`src/rtl/result_reader.sv`:
```
// rtl/result_reader.sv - result buffer drain engine: RAM reads streamed out over valid/ready
// Optional feature macro: RESULT_READER_ARGMAX_EN (adds argmax_index / argmax_valid)
module result_reader #(
  parameter int DATA_WIDTH = 8,
  parameter int ADDR_WIDTH = 8
) (
  input  logic                  clk,
  input  logic                  reset,
  input  logic                  start,
  input  logic [ADDR_WIDTH-1:0] result_base_address,
  input  logic [ADDR_WIDTH-1:0] result_word_count,
  output logic                  mem_rd_en,
  output logic [ADDR_WIDTH-1:0] mem_addr,
  input  logic [DATA_WIDTH-1:0] mem_rd_data,
  output logic [DATA_WIDTH-1:0] out_data,
  output logic                  out_valid,
  input  logic                  out_ready,
  output logic                  out_last,
  output logic                  busy,
  output logic                  done
`ifdef RESULT_READER_ARGMAX_EN
  ,
  output logic [ADDR_WIDTH-1:0] argmax_index,
  output logic                  argmax_valid
`endif
);

  localparam logic [ADDR_WIDTH-1:0] ADDR_ONE  = {{(ADDR_WIDTH-1){1'b0}}, 1'b1};
  localparam logic [ADDR_WIDTH-1:0] ADDR_ZERO = '0;

  typedef enum logic [2:0] {
    S_IDLE,
    S_READ,
    S_WAIT,
    S_PRESENT,
    S_DONE
  } state_t;

  state_t                  state;
  logic [ADDR_WIDTH-1:0]   addr_q;
  logic [ADDR_WIDTH-1:0]   remaining;

`ifdef RESULT_READER_ARGMAX_EN
  logic [ADDR_WIDTH-1:0]   index_q;
  logic signed [DATA_WIDTH-1:0] max_q;
`endif

  // Drain sequencer: every output is a register updated alongside the state
  always_ff @(posedge clk) begin
    if (reset) begin
      state     <= S_IDLE;
      addr_q    <= '0;
      remaining <= '0;
      mem_rd_en <= 1'b0;
      mem_addr  <= '0;
      out_data  <= '0;
      out_valid <= 1'b0;
      out_last  <= 1'b0;
      busy      <= 1'b0;
      done      <= 1'b0;
`ifdef RESULT_READER_ARGMAX_EN
      index_q      <= '0;
      max_q        <= '0;
      argmax_index <= '0;
      argmax_valid <= 1'b0;
`endif
    end else begin
      // done is a single-cycle pulse unless re-armed below
      done <= 1'b0;
      case (state)
        S_IDLE: begin
          if (start) begin
            addr_q    <= result_base_address;
            remaining <= result_word_count;
            busy      <= 1'b1;
`ifdef RESULT_READER_ARGMAX_EN
            index_q      <= '0;
            argmax_valid <= 1'b0;
`endif
            if (result_word_count == ADDR_ZERO) begin
              // Empty descriptor: skip straight to the completion pulse
              state <= S_DONE;
              done  <= 1'b1;
            end else begin
              state     <= S_READ;
              mem_rd_en <= 1'b1;
              mem_addr  <= result_base_address;
            end
          end
        end

        S_READ: begin
          // The strobe was presented this cycle; RAM returns data next cycle
          mem_rd_en <= 1'b0;
          state     <= S_WAIT;
        end

        S_WAIT: begin
          out_data  <= mem_rd_data;
          out_valid <= 1'b1;
          out_last  <= (remaining == ADDR_ONE);
          state     <= S_PRESENT;
        end

        S_PRESENT: begin
          // out_valid is always high here, so a transfer is just out_ready
          if (out_ready) begin
            out_valid <= 1'b0;
            out_last  <= 1'b0;
            addr_q    <= addr_q + ADDR_ONE;
            remaining <= remaining - ADDR_ONE;
`ifdef RESULT_READER_ARGMAX_EN
            index_q <= index_q + ADDR_ONE;
            // Strict greater-than keeps the lowest index on ties
            if (index_q == ADDR_ZERO || $signed(out_data) > max_q) begin
              max_q        <= $signed(out_data);
              argmax_index <= index_q;
            end
`endif
            if (remaining == ADDR_ONE) begin
              state <= S_DONE;
              done  <= 1'b1;
`ifdef RESULT_READER_ARGMAX_EN
              argmax_valid <= 1'b1;
`endif
            end else begin
              state     <= S_READ;
              mem_rd_en <= 1'b1;
              mem_addr  <= addr_q + ADDR_ONE;
            end
          end
        end

        S_DONE: begin
          busy  <= 1'b0;
          state <= S_IDLE;
        end

        default: begin
          state <= S_IDLE;
          busy  <= 1'b0;
        end
      endcase
    end
  end

endmodule

```
`config.mk`:
```
export PLATFORM = sky130hd
export DESIGN_NAME = result_reader
export DESIGN_NICKNAME = d
export VERILOG_FILES = /design/src/rtl/result_reader.sv
export SDC_FILE = /design/constraint.sdc
export NUM_CORES = 1
export LEC_CHECK = 0
export CORE_ASPECT_RATIO = 0.6
export CORE_MARGIN = 5
export CORE_UTILIZATION = 35
export DETAILED_ROUTE_END_ITERATION = 10
export GPL_TIMING_DRIVEN = 0
export HOLD_SLACK_MARGIN = 0.12
export PLACE_DENSITY_LB_ADDON = 0.12
export SYNTH_ARGS = -nofsm -noshare
export SYNTH_HDL_FRONTEND = slang
export SYNTH_SLANG_ARGS = --single-unit
```
`constraint.sdc`:
```
create_clock -name clk -period 1.56 [get_ports clk]
set_input_delay 0.234 -clock clk [delete_from_list [all_inputs] [get_ports clk]]
set_output_delay 0.234 -clock clk [all_outputs]
set_load 0.005 [all_outputs]
```
==> impl_metrics.csv, run 1 <==
group,metric,value,unit
timing,setup_viol,19,
timing,rsz0062_at_grt,"true",
clocking,clk_pin_slew,90,ps
timing,setup_ws,-126.5,ps
logic_synthesis,synth_seq_cells,40,
logic_synthesis,synth_seq_area_share,41.45,%
die,dieHeight,67.55,µm
timing,slew_headroom,54.01,%
routing,first_pass_iters,4,
finish,finalNetCount,331,
job,cap_violations,0,
setup_path,critical_path_class,"register to register",
place,gp_congestion,0.8401,
finish,insertedDiodeCount,0,
power,ir_drop,0.5200,mV
global_routing,met2_usage,21.98,%
place,placed_cell_area,0.002485,mm²
power,power.leakage,1.139,nW
finish,fin_area,0.002929,mm²
setup_path,critPathRequiredTime,1780,ps
logic_synthesis,syn_area_per_cell,8.327,µm²
place,place_inst,345,
logic_synthesis,ys.flop_type,"dfxtp_1",
timing,period_minus_slack,1686,ps
clocking,clock_sinks,40,
place,place_hpwl,3875,µm
timing,hold_viol,0,
logic_synthesis,synthArstFlopShare,0,%
setup_path,cp.arrival,1910,ps
die,core,0.005205,mm²
clocking,cts_buffers,5,
run_status,violations,"setup timing",
logic_synthesis,synth.top_cell.area_share,41.45,%
clocking,postCtsHoldBufs,0,
logic_synthesis,synth_area_leaders,"dfxtp_1 (41%), mux2i_1 (6.7%), nand2_1 (6.4%)",
routing,drt-vias-per-instance,5.267,
timing,slew_viol_final,0,
run_status,status,"finished, violations left",
global_routing,grt.busiest_layer,"met1",
clocking,htreeDepth,2,
finish,drive_above_1_share,21.26,%
setup_path,startpoint_type,"register",
global_routing,grt_pass1_wl,8776,µm
finish,syn_to_final_growth,51.62,%
die,start_util,37.12,%
finish,fin_cells,367,
global_routing,grt_pass1_vias,1712,
logic_synthesis,synth_cell_types,43,
setup_path,worstPathMaxFanout,5,
global_routing,grt_overflow,0,
global_routing,grt_antenna_before_repair,0,
die,ios,49,
routing,wl_per_cell,15.53,µm
routing,drcViolationCount,0,
logic_synthesis,yosysTopAreaCell,"dfxtp_1",
logic_synthesis,synth_edf_count,0,
routing,vias,1933,
global_routing,grt_use_met3,4.298,%
die,rows,20,
global_routing,grt_usage,15.74,%
logic_synthesis,syn_area,0.001932,mm²
finish,final_common_cell,"clkdlybuf4s50_1",
global_routing,met1_usage,24.16,%
die,dieWidth,105.9,µm
clocking,clockBufferDepth,2,
timing,period_share,108.1,%
clocking,cts_tree,"done",
logic_synthesis,synth_nets,263,
global_routing,grt_max_degree,15,
routing,drtAntennaViolNets,0,
timing,worstMarginPinSlew,689.9,ps
logic_synthesis,syn_inst,232,
die,die_area,0.007154,mm²
timing,timing.fmax,593.0,MHz
min_path,hp-class,"input port to register",
routing,detailedRoute.firstIterationViolations,128,
timing,clock_skew,8.059,ps
clocking,clk_latency,290,ps
power,p_per_area,1137,mW/mm²
place,io_buffers,47,
clocking,cts_root_buffer,"clkbuf_8",
logic_synthesis,yosysWarnings,0,
finish,final_cell_mix,"clkdlybuf4s50_1 (45), dfxtp_1 (37), nor2_1 (32)",
setup_path,cp-end-kind,"register",
routing,wl,5701,µm
[worst max-delay path, cell delays in order (launching register included)]
cell	delay [ps]
dfxtp_1	330
or3b_4	440
a21oi_4	190
o221ai_4	140
buf_6	160
a211o_1	250
a21oi_2	110
[registers in the layout, summed over array words and instances, names as in the netlist]
| signal | flops |
|---|---|
| addr_q | 8 |
| busy | 1 |
| done | 1 |
| mem_addr | 8 |
| mem_rd_en | 1 |
| out_data | 8 |
| out_last | 1 |
| out_valid | 1 |
| remaining | 8 |
| state | 3 |
[report_power, final]
| part | internal, mW | switching (mW) | total, mW |
|---|---|---|---|
| registers | 1.16 | 0.112 | 1.27 |
| logic | 0.615 | 0.553 | 1.17 |
| clock network | 0.483 | 0.407 | 0.890 |
[layout make-up]
| type | count | area, µm² |
|---|---|---|
| fillers | 485 | 2276 |
| multi-input cells | 174 | 1172 |
| flip-flops and latches | 40 | 807.0 |
| repair buffers | 62 | 624.3 |
| plain buffers | 14 | 116.4 |
| well taps | 66 | 82.58 |
| clock buffers | 5 | 68.82 |
| clock inverters | 3 | 46.29 |
| inverters | 3 | 11.26 |
[Yosys cell counts, types with 2 or more instances]
| cell | count |
|---|---|
| a211o_1 | 6 |
| a211oi_1 | 6 |
| a21oi_1 | 18 |
| a21oi_2 | 2 |
| and3_1 | 3 |
| buf_2 | 7 |
| clkbuf_1 | 7 |
| dfxtp_1 | 40 |
| ha_1 | 3 |
| inv_1 | 3 |
| mux2i_1 | 13 |
| nand2_1 | 33 |
| nand2b_1 | 2 |
| nand3_1 | 9 |
| nor2_1 | 33 |
| nor3_1 | 3 |
| nor4_1 | 2 |
| o21ai_0 | 11 |
| o22ai_1 | 2 |
| o32ai_1 | 2 |
| xnor2_1 | 2 |
| xor2_1 | 4 |
[through the flow]
stage	setup WS (ps)	setup TNS, ps	hold WS (ps)	power (mW)	util, %
2_1_floorplan	-34.39	-68.66	381.2	1.820	-
3_3_place_gp	-673.7	-13480	448.3	2.161	47.74
3_5_place_dp	-684.4	-13830	451.4	2.167	47.74
4_1_cts	-107.8	-775.7	354.0	3.166	52.67
5_1_grt	-206.0	-2531	448.9	3.517	56.27
6_report	-126.5	-978.9	450.4	3.330	56.27
[worst paths after layout]
check                 from          end  slack (ps)  depth (start not counted)
hold / removal       reset    addr_q[2]         450                          2
setup / recovery  state[0]  mem_addr[6]        -130                          6
setup reg to reg  state[0]  mem_addr[6]        -130                          6
hold reg to reg       busy         busy         460                          2
[routing by layer]
metal / wire length, µm / vias up
met4: 48 / 0
li1: - / 954
met1: 2972 / 892
met5: 0 / -
met3: 443 / 7
met2: 2237 / 80
[cell families (layout without fill, tap and decap cells)]
kind of cell	Yosys count	count (layout)	share of synthesized area (%)
AO/OA/AOI/OAI	59	59	21.05
XOR/XNOR	6	6	2.720
adder cells (fa/ha/maj)	3	3	1.943
buffers and inverters	18	87	4.339
flip-flops	40	40	41.45
multiplexers	14	14	7.318
AND/OR/NAND/NOR	92	92	21.18
[timing repair]
action	4_1_cts	5_1_grt
gates cloned	1	1
pin swaps	7	16
setup endpoints to repair	26	28
buffers inserted	8	5
resized for setup	27	41
Note: power is estimated with default switching activity, not from simulation.
==> inputs of run 2 (changes only) <==
PLACE_DENSITY_LB_ADDON = default   (was 0.12)
==> impl_metrics.csv, run 2 (synthesis results as in run 1) <==
group,metric,value,unit
run_status,status,"finished, violations left",
run_status,violations,"setup timing",
setup_path,reg2reg_slack,-70,ps
setup_path,worstPathMaxFanout,4,
setup_path,r2r-start,"state[0]",
setup_path,cp.arrival,1870,ps
timing,period_share,104.7,%
routing,highest-signal-layer,"met4",
min_path,hp-start,"result_word_count[4]",
finish,insertedDiodeCount,0,
routing,first_pass_iters,4,
setup_path,cp-end-kind,"register",
power,ir_drop,0.5548,mV
die,ios,49,
routing,m1WireLength,3000,µm
global_routing,grt_pass1_wl,9335,µm
clocking,cts_root_buffer,"clkbuf_8",
setup_path,critical_path_class,"register to register",
global_routing,grt_antenna_before_repair,0,
routing,wl_per_cell,15.49,µm
routing,vias,1916,
place,gp_congestion,0.8040,
min_path,hp-class,"input port to register",
clocking,htreeDepth,2,
timing,period_minus_slack,1633,ps
finish,fill_cells,489,
routing,wl_met3,381,µm
power,p_per_area,1123,mW/mm²
die,dieHeight,67.55,µm
clocking,clk_latency,300,ps
global_routing,grt_max_degree,15,
power,p_sw_share,31.72,%
clocking,clk_pin_slew,80,ps
setup_path,reg2reg_to,"mem_addr[6]",
timing,timing.fmax,612.4,MHz
setup_path,path_cells,"or3b_4 -> a21oi_4 -> o221ai_4 -> buf_6 -> a211o_1 -> a21oi_2",
power,p_sw,1.041,mW
finish,syn_to_final_growth,51.30,%
timing,setup_viol,10,
routing,wl,5732,µm
finish,final_common_cell,"clkdlybuf4s50_1",
timing,slew_viol_final,0,
place,placed_cell_area,0.002485,mm²
job,cap_violations,0,
die,start_util,37.12,%
clocking,clock_sinks,40,
timing,setup_ws,-73.03,ps
power,p_int,2.241,mW
timing,fin_hold_ws,333.4,ps
clocking,postCtsHoldBufs,0,
timing,hold_viol,0,
setup_path,worst_r2r_path_depth,6,
timing,worstMarginPinSlew,577.8,ps
setup_path,startpoint_type,"register",
finish,final_cell_mix,"clkdlybuf4s50_1 (38), dfxtp_1 (34), nand2_1 (33)",
clocking,cts_buffers,5,
clocking,cts_tree,"done",
routing,drcViolationCount,0,
timing,slew_headroom,61.48,%
power,power.share.clock,26.9,%
global_routing,grt_usage,16.65,%
routing,drt-vias-per-instance,5.178,
place,place_ws,-693.2,ps
clocking,clockBufferDepth,2,
setup_path,cp_slowest_stage_delay,420,ps
min_path,hold_path_depth,5,
power,p_comb_share,34.2,%
global_routing,grt_pass1_vias,1907,
routing,drtAntennaViolNets,0,
timing,clock_skew,2.464,ps
setup_path,cp_top_family,"compound AO/OA/AOI/OAI gates",
power,power.leakage,1.208,nW
finish,drive_above_1_share,20.39,%
place,place_hpwl,3953,µm
global_routing,grt_overflow,0,
timing,rsz0062_at_grt,"true",
routing,detailedRoute.firstIterationViolations,107,
place,io_buffers,47,
die,rows,20,
finish,finalNetCount,334,
finish,utilization,56.15,%
routing,met2_wirelength,2294,µm
finish,fin_area,0.002923,mm²
setup_path,worstPathBufferInverterCount,1,
die,core,0.005205,mm²
min_path,hold_path_end,"remaining[4]",
power,sequentialPowerShare,38.9,%
die,dieWidth,105.9,µm
setup_path,critPathRequiredTime,1790,ps
die,die_area,0.007154,mm²
setup_path,cp_slowest_cell,"or3b_4",
==> run 2: repair_timing <==
| item | 4_1_cts | 5_1_grt |
|---|---|---|
| pin swaps | 7 | 12 |
| gates cloned | 1 | 0 |
| endpoints found under the setup margin | 26 | 26 |
| resized for setup | 27 | 35 |
| buffers inserted | 11 | 6 |
==> run 2: cell type report <==
| class | instances | area, µm² | area share, % |
|---|---|---|---|
| buffer | 14 | 112.6 | 3.853 |
| tap | 66 | 82.58 | 2.825 |
| timing repair buffer | 65 | 636.9 | 21.79 |
| clock inverter | 3 | 46.29 | 1.584 |
| multi-input combinational | 174 | 1154 | 39.47 |
| inverter | 3 | 11.26 | 0.3853 |
| clock buffer | 5 | 68.82 | 2.354 |
| sequential | 40 | 810.8 | 27.74 |
==> run 2: worst max-delay path by stage <==
stage | startpoint | slack (ps) | cells after the start | end
after floorplan | state[0] | -30 | 6 | mem_addr[7]
after global placement | start | -740 | 6 | remaining[4]
after detailed placement | start | -690 | 7 | mem_addr[6]
after CTS | state[0] | -90 | 6 | mem_addr[1]
after global routing | state[1] | -170 | 6 | mem_addr[4]
final | state[0] | -70 | 6 | mem_addr[6]
==> run 2: power groups by stage <==
stage / clock (mW) / combinational [mW] / sequential [mW]
final: 0.883 / 1.12 / 1.28
after global routing: 0.940 / 1.24 / 1.30
after CTS: 0.902 / 1.04 / 1.26
after detailed placement: 0 / 0.894 / 1.28
after global placement: 0 / 0.885 / 1.27
after floorplan: 0 / 0.556 / 1.26
==> run 2: routing by layer <==
metal | up-vias | global-route usage [%]
li1 | 963 | -
met1 | 879 | 23.33
met2 | 65 | 24.76
met3 | 9 | 5.253
met4 | 0 | 4.523
met5 | - | 0
==> run 2: worst min-delay path, stage by stage <==
cell and delay [ps]:
dlymetal6s2s_1 140, nand2_1 60, o21ai_1 50, nand2_1 60, a21oi_1 50
==> run 2: through the flow <==
| stage | setup TNS (ps) | power, mW | cells |
|---|---|---|---|
| 2_1_floorplan | -68.66 | 1.820 | 232 |
| 3_5_place_dp | -14240 | 2.170 | 345 |
| 3_3_place_gp | -14400 | 2.158 | 345 |
| 4_1_cts | -698.8 | 3.204 | 364 |
| 5_1_grt | -1944 | 3.473 | 370 |
| 6_report | -425.8 | 3.281 | 370 |
==> variant, RTL diff (config.mk and constraints of run 1) <==
The parameter `DATA_WIDTH` goes from 8 to 10.
--- a/src/rtl/result_reader.sv
+++ b/src/rtl/result_reader.sv
@@ -2,5 +2,5 @@
 // Optional feature macro: RESULT_READER_ARGMAX_EN (adds argmax_index / argmax_valid)
 module result_reader #(
-  parameter int DATA_WIDTH = 8,
+  parameter int DATA_WIDTH = 10,
   parameter int ADDR_WIDTH = 8
 ) (
Interface: changed (resized mem_rd_data and out_data); port bits go from 49 to 53. No check against the original RTL was run, so the function may have changed too.
==> variant against run 1 <==
- the flow still finishes with violations (setup timing)
- routed wire length grew 4.8%
- sequential cell count increased by 2
- final area fell by 1.6%
- area after synthesis rose by 3.4%
- setup slack improved by 18 ps
- total power down 10%
- cell count grew 9.0%
- worst hold slack got worse by 16 ps
- clock power fell by 3.4%
- via count is 3.9% higher
- non-clock buffer count decreased by 2
- critical endpoint is now mem_addr[5]$_SDFFE_PP0P_
==> variant: results (changes against run 1) <==
Outcome
  – Status: finished, violations left
  – Violated checks: setup timing

Setup path
  – RR Startpoint: state[1]$_SDFFE_PP0P_
  – CP max stage cell: or3b_4
  – Reg-to-Reg End: mem_addr[5]$_SDFFE_PP0P_
  – Critical path's top delay family: compound AO/OA/AOI/OAI gates
  – Critical path data arrival time: 1900 ps
  – Max FO, Critical Path: 5 (unchanged)
  – R2R depth: 6 (unchanged)
  – Largest stage delay, worst path: 400 ps (-40 ps)

Detailed routing
  – Drt first pass iters: 4 (unchanged)
  – Drt initial violations: 81 (-37%)
  – Drt via density: 5.02 (-4.6%)
  – WL per Instance: 14.9 µm (-3.8%)

Place
  – Cell Area, Placed: 2620 µm² (+5.4%)
  – Final GP Congestion: 0.837 (-0.38%)
  – Number of port buffers: 52 (+11%)
  – Dpl ws: -737 ps (-52.7 ps)
  – Dpl hpwl: 4250 µm (+9.7%)

STA
  – Final setup viols: 9 (-10)
  – Hold Slack: 434 ps (-15.9 ps)
  – Clk_skew: 3.63 ps (-4.43 ps)
  – Setup ws final: -109 ps (+17.5 ps)
  – Max-slew headroom: 61.2% (+7.2 points)
  – Setup_tns: -548 ps (+431 ps)

Global route
  – Vias in the first global route: 1,923 (+12%)
  – Antenna violations before repair: 0 (unchanged)
  – First-pass GRT wire length: 9660 µm (+10%)
  – Gr usage total: 17.0% (+1.3 points)
  – Pin count of the biggest net entering global routing: 13 (-2)

Clocking
  – Later-pin clock latency in the skew report: 300 ps
  – PostCTS Resize Cnt: 30 (+11%)
  – H-tree depth: 2 (unchanged)
  – CTS Buf Count: 5 (unchanged)
  – Post-CTS Setup Bufs: 7 (-1)
  – Root buf cell: clkbuf_8
  – CTS Buffer Depth: 2 (unchanged)
  – Clk slew on worst S/H paths: 80 ps

Worst hold path
  – Worst hold stages: 3 (+1)
  – HP Class: in -> reg
  – Hold_sp: start
  – Hold Path End: done$_SDFF_PP0_

Power
  – LEAKAGE: 1.08 nW (-5.0%)
  – Worst vdd ir: 412 µV (-21%)

Yosys
  – Commonest cells in the netlist: 50 x nand2_1, 42 x dfxtp_1, 34 x a21oi_1
  – Library cells used by synthesis: 38 (-12%)
  – Async SR Flop Fraction: 0% (unchanged)
  – Syn Nets: 288 (+9.5%)
  – Ranking of synthesized cells by area: dfxtp_1 42%, nand2_1 9.4%, a21oi_1 8.5%, nor2_1 4.7%, a211oi_1 2.6%
  – Synth Warn #: 0 (unchanged)
  – Sequential-to-total area share from yosys stat: 42.1% (+0.63 points)

Cells and area
  – Fillers: 552 (+14%)
  – Nets@finish: 352 (+6.3%)
  – Layout cells sized above 1: 14.7% (-6.6 points)
  – Largest register FFs: 10
  – Largest Register: out_data
  – Inserted Diodes: 0 (unchanged)
-- variant: kinds of logic after synthesis --
kind of cell / Yosys count / synth area share (%)
xor+xnor: 6 / 2.63
simple gates: 103 / 22.7
buf+inv: 23 / 5.26
mux: 3 / 1.50
fa+ha+maj: 3 / 1.88
flops: 42 / 42.1
compound gates: 75 / 23.9
-- variant: routing by layer --
metal  track usage, %  routed length (µm)
met1             24.8                3150
met2             24.2                2470
met3             4.56                 287
met4             5.51                  63
met5                0                   0
-- variant: area by class of cell --
class                   count  area share (%)
clock buffers               7            2.65
inverters                   6           0.781
multi-input cells         190            39.1
flip-flops and latches     42            29.4
well taps                  80            3.47
repair buffers             59            19.6
clock inverters             1            1.04
plain buffers              15            3.95
-- variant: stage by stage --
stage	util (%)	cells
3_5_place_dp	47.3	387
6_report	52.0	400
5_1_grt	52.0	400
4_1_cts	51.1	401
3_3_place_gp	47.3	387
2_1_floorplan	-	255
-- variant: report_power, final --
| group | leakage (nW) | switching, W | internal (W) |
|---|---|---|---|
| logic | 0.684 | 0.000417 | 0.000422 |
| registers | 0.346 | 0.0000968 | 0.00119 |
| clock network | 0.0524 | 0.000381 | 0.000479 |
| total | 1.08 | 0.000895 | 0.00209 |
-- variant: worst max path at each step --
stage	start	to
2_1_floorplan	state[1]$_SDFFE_PP0P_	mem_addr[0]$_SDFFE_PP0P_
3_3_place_gp	start	mem_addr[0]$_SDFFE_PP0P_
3_5_place_dp	result_word_count[0]	mem_addr[4]$_SDFFE_PP0P_
4_1_cts	state[1]$_SDFFE_PP0P_	mem_addr[5]$_SDFFE_PP0P_
5_1_grt	state[2]$_SDFFE_PP0P_	mem_addr[2]$_SDFFE_PP0P_
6_report	state[1]$_SDFFE_PP0P_	mem_addr[5]$_SDFFE_PP0P_
